File: src/rtl/dmem_pkg.sv
// Shared definitions for the wait-state data-memory responder:
// FSM state encoding, wait counter width and data word width.
package dmem_pkg;

  localparam logic [1:0] IDLE = 2'd0;
  localparam logic [1:0] WAIT = 2'd1;
  localparam logic [1:0] DONE = 2'd2;

  localparam int CNT_W  = 4;
  localparam int DATA_W = 32;

  typedef enum logic [1:0] {
    ST_IDLE = IDLE,
    ST_WAIT = WAIT,
    ST_DONE = DONE
  } state_t;

endpackage

File: src/rtl/dmem_wait_responder_if.sv
// MEM-stage load/store bus: the pipeline side is the master and
// the wait-state memory responder is the slave.
interface dmem_wait_responder_if #(
  parameter int AW = 5
) ();

  logic          req;
  logic          we;
  logic [AW-1:0] addr;
  logic [31:0]   wdata;
  logic          busy;
  logic          ack;
  logic [31:0]   rdata;

  modport master (
    output req, we, addr, wdata,
    input  busy, ack, rdata
  );

  modport slave (
    input  req, we, addr, wdata,
    output busy, ack, rdata
  );

endinterface

File: src/rtl/dmem_array.sv
// Word-addressed register array: synchronous write, asynchronous read,
// every word cleared asynchronously while clr_i is high.
module dmem_array
  import dmem_pkg::*;
#(
  parameter int AW = 5
) (
  input  logic              clk_i,
  input  logic              clr_i,
  input  logic              we_i,
  input  logic [AW-1:0]     waddr_i,
  input  logic [DATA_W-1:0] wdata_i,
  input  logic [AW-1:0]     raddr_i,
  output logic [DATA_W-1:0] rdata_o
);

  logic [DATA_W-1:0] mem_q [2**AW];

  always_ff @(posedge clk_i or posedge clr_i) begin
    if (clr_i) begin
      for (int i = 0; i < 2**AW; i++) begin
        mem_q[i] <= '0;
      end
    end else if (we_i) begin
      mem_q[waddr_i] <= wdata_i;
    end
  end

  assign rdata_o = mem_q[raddr_i];

endmodule

File: src/rtl/dmem_wait_responder.sv
// Memory-side end of the MEM-stage bus: accepts one access, holds the
// pipeline stalled for LATENCY wait cycles, then commits and pulses ack.
module dmem_wait_responder
  import dmem_pkg::*;
#(
  parameter int AW      = 5,
  parameter int LATENCY = 2
) (
  input  logic                  Clock,
  input  logic                  Resetn,
  dmem_wait_responder_if.slave  bus
);

  state_t            state_q;
  logic [CNT_W-1:0]  cnt_q;
  logic              ack_q;
  logic [DATA_W-1:0] rdata_q;

  logic              we_q;
  logic [AW-1:0]     addr_q;
  logic [DATA_W-1:0] wdata_q;

  logic              accept;
  logic              commit;
  logic [DATA_W-1:0] mem_rd;

  assign accept = (state_q == ST_IDLE) && bus.req;
  assign commit = (state_q == ST_WAIT) && (cnt_q == '0);

  dmem_array #(
    .AW (AW)
  ) u_array (
    .clk_i   (Clock),
    .clr_i   (Resetn),
    .we_i    (commit && we_q),
    .waddr_i (addr_q),
    .wdata_i (wdata_q),
    .raddr_i (addr_q),
    .rdata_o (mem_rd)
  );

  // Capture stage: request fields are frozen here and used only in WAIT.
  always_ff @(posedge Clock) begin
    if (accept) begin
      we_q    <= bus.we;
      addr_q  <= bus.addr;
      wdata_q <= bus.wdata;
    end
  end

  // Control stage: FSM, wait counter, ack pulse and load data register.
  always_ff @(posedge Clock or posedge Resetn) begin
    if (Resetn) begin
      state_q <= ST_IDLE;
      cnt_q   <= '0;
      ack_q   <= 1'b0;
      rdata_q <= '0;
    end else begin
      ack_q <= 1'b0;
      case (state_q)
        ST_IDLE: begin
          if (bus.req) begin
            cnt_q   <= CNT_W'(LATENCY - 1);
            state_q <= ST_WAIT;
          end
        end
        ST_WAIT: begin
          if (cnt_q != '0) begin
            cnt_q <= cnt_q - 1'b1;
          end else begin
            if (!we_q) begin
              rdata_q <= mem_rd;
            end
            ack_q   <= 1'b1;
            state_q <= ST_DONE;
          end
        end
        ST_DONE: begin
          state_q <= ST_IDLE;
        end
        default: begin
          state_q <= ST_IDLE;
        end
      endcase
    end
  end

  // busy drops in DONE so the pipeline advances during the ack cycle.
  assign bus.busy  = accept || (state_q == ST_WAIT);
  assign bus.ack   = ack_q;
  assign bus.rdata = rdata_q;

endmodule

File: src/flat_wrapper.sv
// flat-port wrapper written by rule: the top's interface ports become plain ports
module dmem_wait_responder_flat import dmem_pkg::*;
#(
  parameter int AW      = 5,
  parameter int LATENCY = 2
)
  (Clock, Resetn, bus_req, bus_we, bus_addr, bus_wdata, bus_busy, bus_ack, bus_rdata);
  dmem_wait_responder_if #(.AW(AW)) bus_i ();
  input  logic Clock;
  input  logic Resetn;
  input wire logic [$bits(bus_i.req)-1:0] bus_req;
  input wire logic [$bits(bus_i.we)-1:0] bus_we;
  input wire logic [$bits(bus_i.addr)-1:0] bus_addr;
  input wire logic [$bits(bus_i.wdata)-1:0] bus_wdata;
  output wire logic [$bits(bus_i.busy)-1:0] bus_busy;
  output wire logic [$bits(bus_i.ack)-1:0] bus_ack;
  output wire logic [$bits(bus_i.rdata)-1:0] bus_rdata;
  assign bus_i.req = bus_req;
  assign bus_i.we = bus_we;
  assign bus_i.addr = bus_addr;
  assign bus_i.wdata = bus_wdata;
  assign bus_busy = bus_i.busy;
  assign bus_ack = bus_i.ack;
  assign bus_rdata = bus_i.rdata;
  dmem_wait_responder #(.AW(AW), .LATENCY(LATENCY)) u_core (.Clock(Clock), .Resetn(Resetn), .bus(bus_i));
endmodule
File: config.mk
export PLATFORM = sky130hd
export DESIGN_NAME = dmem_wait_responder_flat
export DESIGN_NICKNAME = d
export VERILOG_FILES = /design/src/rtl/dmem_pkg.sv /design/src/rtl/dmem_wait_responder_if.sv /design/src/rtl/dmem_array.sv /design/src/rtl/dmem_wait_responder.sv /design/src/flat_wrapper.sv
export SDC_FILE = /design/constraint.sdc
export NUM_CORES = 2
export LEC_CHECK = 0
export CAP_MARGIN = 40
export CORE_ASPECT_RATIO = 1.1
export CORE_MARGIN = 5
export CORE_UTILIZATION = 57
export CTS_CLUSTER_SIZE = 40
export DETAILED_ROUTE_END_ITERATION = 8
export PLACE_DENSITY = 0.78
export SLEW_MARGIN = 20
export SYNTH_ARGS = -nofsm -noshare
export SYNTH_HDL_FRONTEND = slang
export SYNTH_SLANG_ARGS = --single-unit
File: constraint.sdc
create_clock -name Clock -period 35.6 [get_ports Clock]
set_clock_uncertainty 0.15 [all_clocks]
set_input_delay 7.12 -clock Clock [delete_from_list [all_inputs] [get_ports Clock]]
set_output_delay 7.12 -clock Clock [all_outputs]
set_load 0.01 [all_outputs]
==> reports/qor.yml <==
end_kind: "primary output"
root_buffer: "clkbuf_16"
cp_num_buf_inv: 2
synth_area_leaders: "dfrtp_1, mux2_2, mux4_2, mux2i_1, edfxtp_1"
io_pins: 75
min_from: "u_core.bus.rdata[19]"
finalSetupViolations: 0
die_area_mm2: 0.0919
htreeDepth: 3
synth_area_leader_cell: "dfrtp_1"
clk_pin_slew_worst_paths_ns: 0.06
ant_nets: 0
crit_family: "buffers and inverters"
grt_max_degree: 177
cts_tree: "yes"
synth_ff_type: "dfrtp_1"
syn_to_final_growth_pct: 13.0
clock.fmax_ghz: 0.0640
ys_seq_elements: 1101
hpwl_mm: 77.1
max_stage_delay_ns: 0.55
routed_wl_mm: 133
drc: 0
wire_per_inst_um: 30.0
fp.dieW_um: 289
critPathKind: "primary input to primary output"
startpoint_type: "primary input"
grt_setup_unrepaired: "no"
max_cap_viol_count: 0
required_ns: 28.33
synth_edf_count: 38
ir_drop_mv: 0.0625
syn_area_mm2: 0.0490
synth-warning-count: 0
final.min_clock_period_ns: 15.61
initial_core_util_pct: 57.6
routabilityCongestion: 0.826
crit_chain: "clkdlybuf4s50_1 -> nor2_1 -> nor2_1 -> clkdlybuf4s50_1"
grt_pass1_wl_mm: 201
core_area_mm2: 0.0851
cts.hold.buffers_added: 0
vias: 29196
synth_cells: 3182
cts-buffers-inserted: 111
grt_usage_pct: 29.3
antenna_found_initial: 3
grt_pass1_vias: 31511
drtPass1Iterations: 5
synthArstFlopShare_pct: 96.5
relSlewSlack_pct: 36.0
insertion_delay_ns: 0.70
final_cell_mix: "dfrtp_1, mux2_2, mux2i_1"
cts_resized: 0
leakagePower_uw: 0.0265
worstSetupStartpoint: "bus_req"
cts_setup_buffers: 0
synth_top_area_share_pct: 54.3
chipHeight_um: 317
nets: 3243
drive_above_1_share_pct: 44.6
first_iter_violations: 2651
hold_path.class: "flip-flop to flip-flop"
yosysUniqueCellTypes: 57
final_common_cell: "dfrtp_1"
synth_area_per_cell_um2: 15.4
status: "finished clean"
cp_slowest_cell: "clkdlybuf4s50_1"
cts_buffer_depth: 3
p_per_area_mw_per_mm2: 60.8
cts.sinks: 1101
port_buffers: 74
grt-ovfl-total: 0
utilization_pct: 65.0
rows: 112
ys_seq_area_share_pct: 56.7
syn_nets: 3225
setup_tns_ns: 0
routed_via_density: 6.58
tightestPinTransition_ns: 0.959
r2r_start: "u_core.addr_q[1]"
worstPathArrival_ns: 8.34
drv_slew: 0
crit_fanout: 2
timing.final.hold_violations: 0
min_period_over_period_pct: 43.9
[Yosys cell counts, types with 4 or more instances]
library cell and n:
mux2i_1 205, nand4bb_1 7, nor2_1 34, a22o_1 11, mux4_2 154, and2_1 7, a221oi_1 15, o221ai_1 5
or4_1 10, nand2_2 8, a22oi_1 32, inv_1 5, nor4_1 11, nor2_4 9, a21o_1 5, a2111oi_0 6
buf_4 56, a21oi_1 24, o22ai_1 91, nand4b_1 4, a211oi_1 5, nand4_1 4, nand2_1 17, buf_2 114
dfrtp_1 1063, clkbuf_1 125, nor3_1 4, mux2_2 955, o21ai_0 9, mux2_1 73, edfxtp_1 38, a31oi_1 19
nor2_2 15
[registers in the layout, summed over array words and instances, names as in the netlist]
| name | cells |
|---|---|
| u_core.bus.rdata | 32 |
| u_core.cnt_q | 4 |
| u_core.wdata_q | 32 |
| u_core.we_q | 1 |
| u_core.state_q | 2 |
| u_core.bus.ack | 1 |
| u_core.u_array.mem_q | 1024 |
| u_core.addr_q | 5 |
[cell type report]
| class | instances | area, µm² |
|---|---|---|
| diodes | 2 | 5.00 |
| clock buffers | 168 | 3320 |
| clock inverters | 40 | 577 |
| fillers | 5854 | 29700 |
| inverters | 5 | 22.5 |
| multi-input cells | 1778 | 19900 |
| flip-flops and latches | 1101 | 27700 |
| well taps | 1140 | 1430 |
| repair buffers | 203 | 2380 |
[cells by family after synthesis]
group,Yosys count,share of synthesized area [%]
AO/OA/AOI/OAI,229,3.17
XOR/XNOR,2,0.0358
adder cells (fa/ha/maj),2,0.0511
buffers and inverters,303,3.04
flip-flops,1101,56.7
multiplexers,1387,34.9
AND/OR/NAND/NOR,158,2.10
[report_power, final]
| group | internal, µW | leakage (µW) | switching [µW] | total [µW] |
|---|---|---|---|---|
| clock network | 732 | 0.00192 | 495 | 1230 |
| registers | 1430 | 0.0150 | 102 | 1530 |
| logic | 288 | 0.00956 | 317 | 605 |
| total | 2450 | 0.0265 | 915 | 3360 |
[stage by stage]
| stage | cell area [µm²] | hold slack (ns) | std cells | power, µW | setup WS [ns] |
|---|---|---|---|---|---|
| 5_1_grt | 55300 | 0.353 | 4435 | 3490 | 19.90 |
| 3_3_place_gp | 50300 | 0.308 | 4168 | 2080 | 19.96 |
| 2_1_floorplan | 49000 | 0.302 | 3182 | 1920 | 13.67 |
| 6_report | 55300 | 0.333 | 4437 | 3360 | 19.99 |
| 4_1_cts | 54900 | 0.333 | 4409 | 3360 | 19.97 |
| 3_5_place_dp | 51000 | 0.318 | 4201 | 2140 | 19.98 |
[per-layer routing]
| metal | track usage (%) | wire, µm | vias to the layer above |
|---|---|---|---|
| li1 | - | - | 11870 |
| met1 | 39.6 | 52800 | 15705 |
| met2 | 47.1 | 63900 | 1272 |
| met3 | 6.03 | 10300 | 347 |
| met4 | 11.9 | 5840 | 2 |
| met5 | 0 | 20 | - |
[worst reg2reg max path, stage by stage, from the launching register on]
cell	delay, ns
edfxtp_1	0.37
buf_12	0.62
buf_4	0.81
buf_4	0.79
mux2i_1	0.33
o221ai_1	0.19
a2111oi_1	0.77
a21oi_1	0.17
[final timing paths]
check                                       endpoint  slack (ns)  depth (start not counted)
setup / recovery                            bus_busy       19.99                          4
hold / removal                  u_core.bus.rdata[19]        0.33                          1
setup reg to reg                u_core.bus.rdata[12]       31.23                          7
hold reg to reg                 u_core.bus.rdata[19]        0.33                          1
max in group asynchronous  u_core.u_array.mem_q[629]       26.29                          7
min in group asynchronous  u_core.u_array.mem_q[454]        6.59                          2
Note: power is estimated with default switching activity, not from simulation.
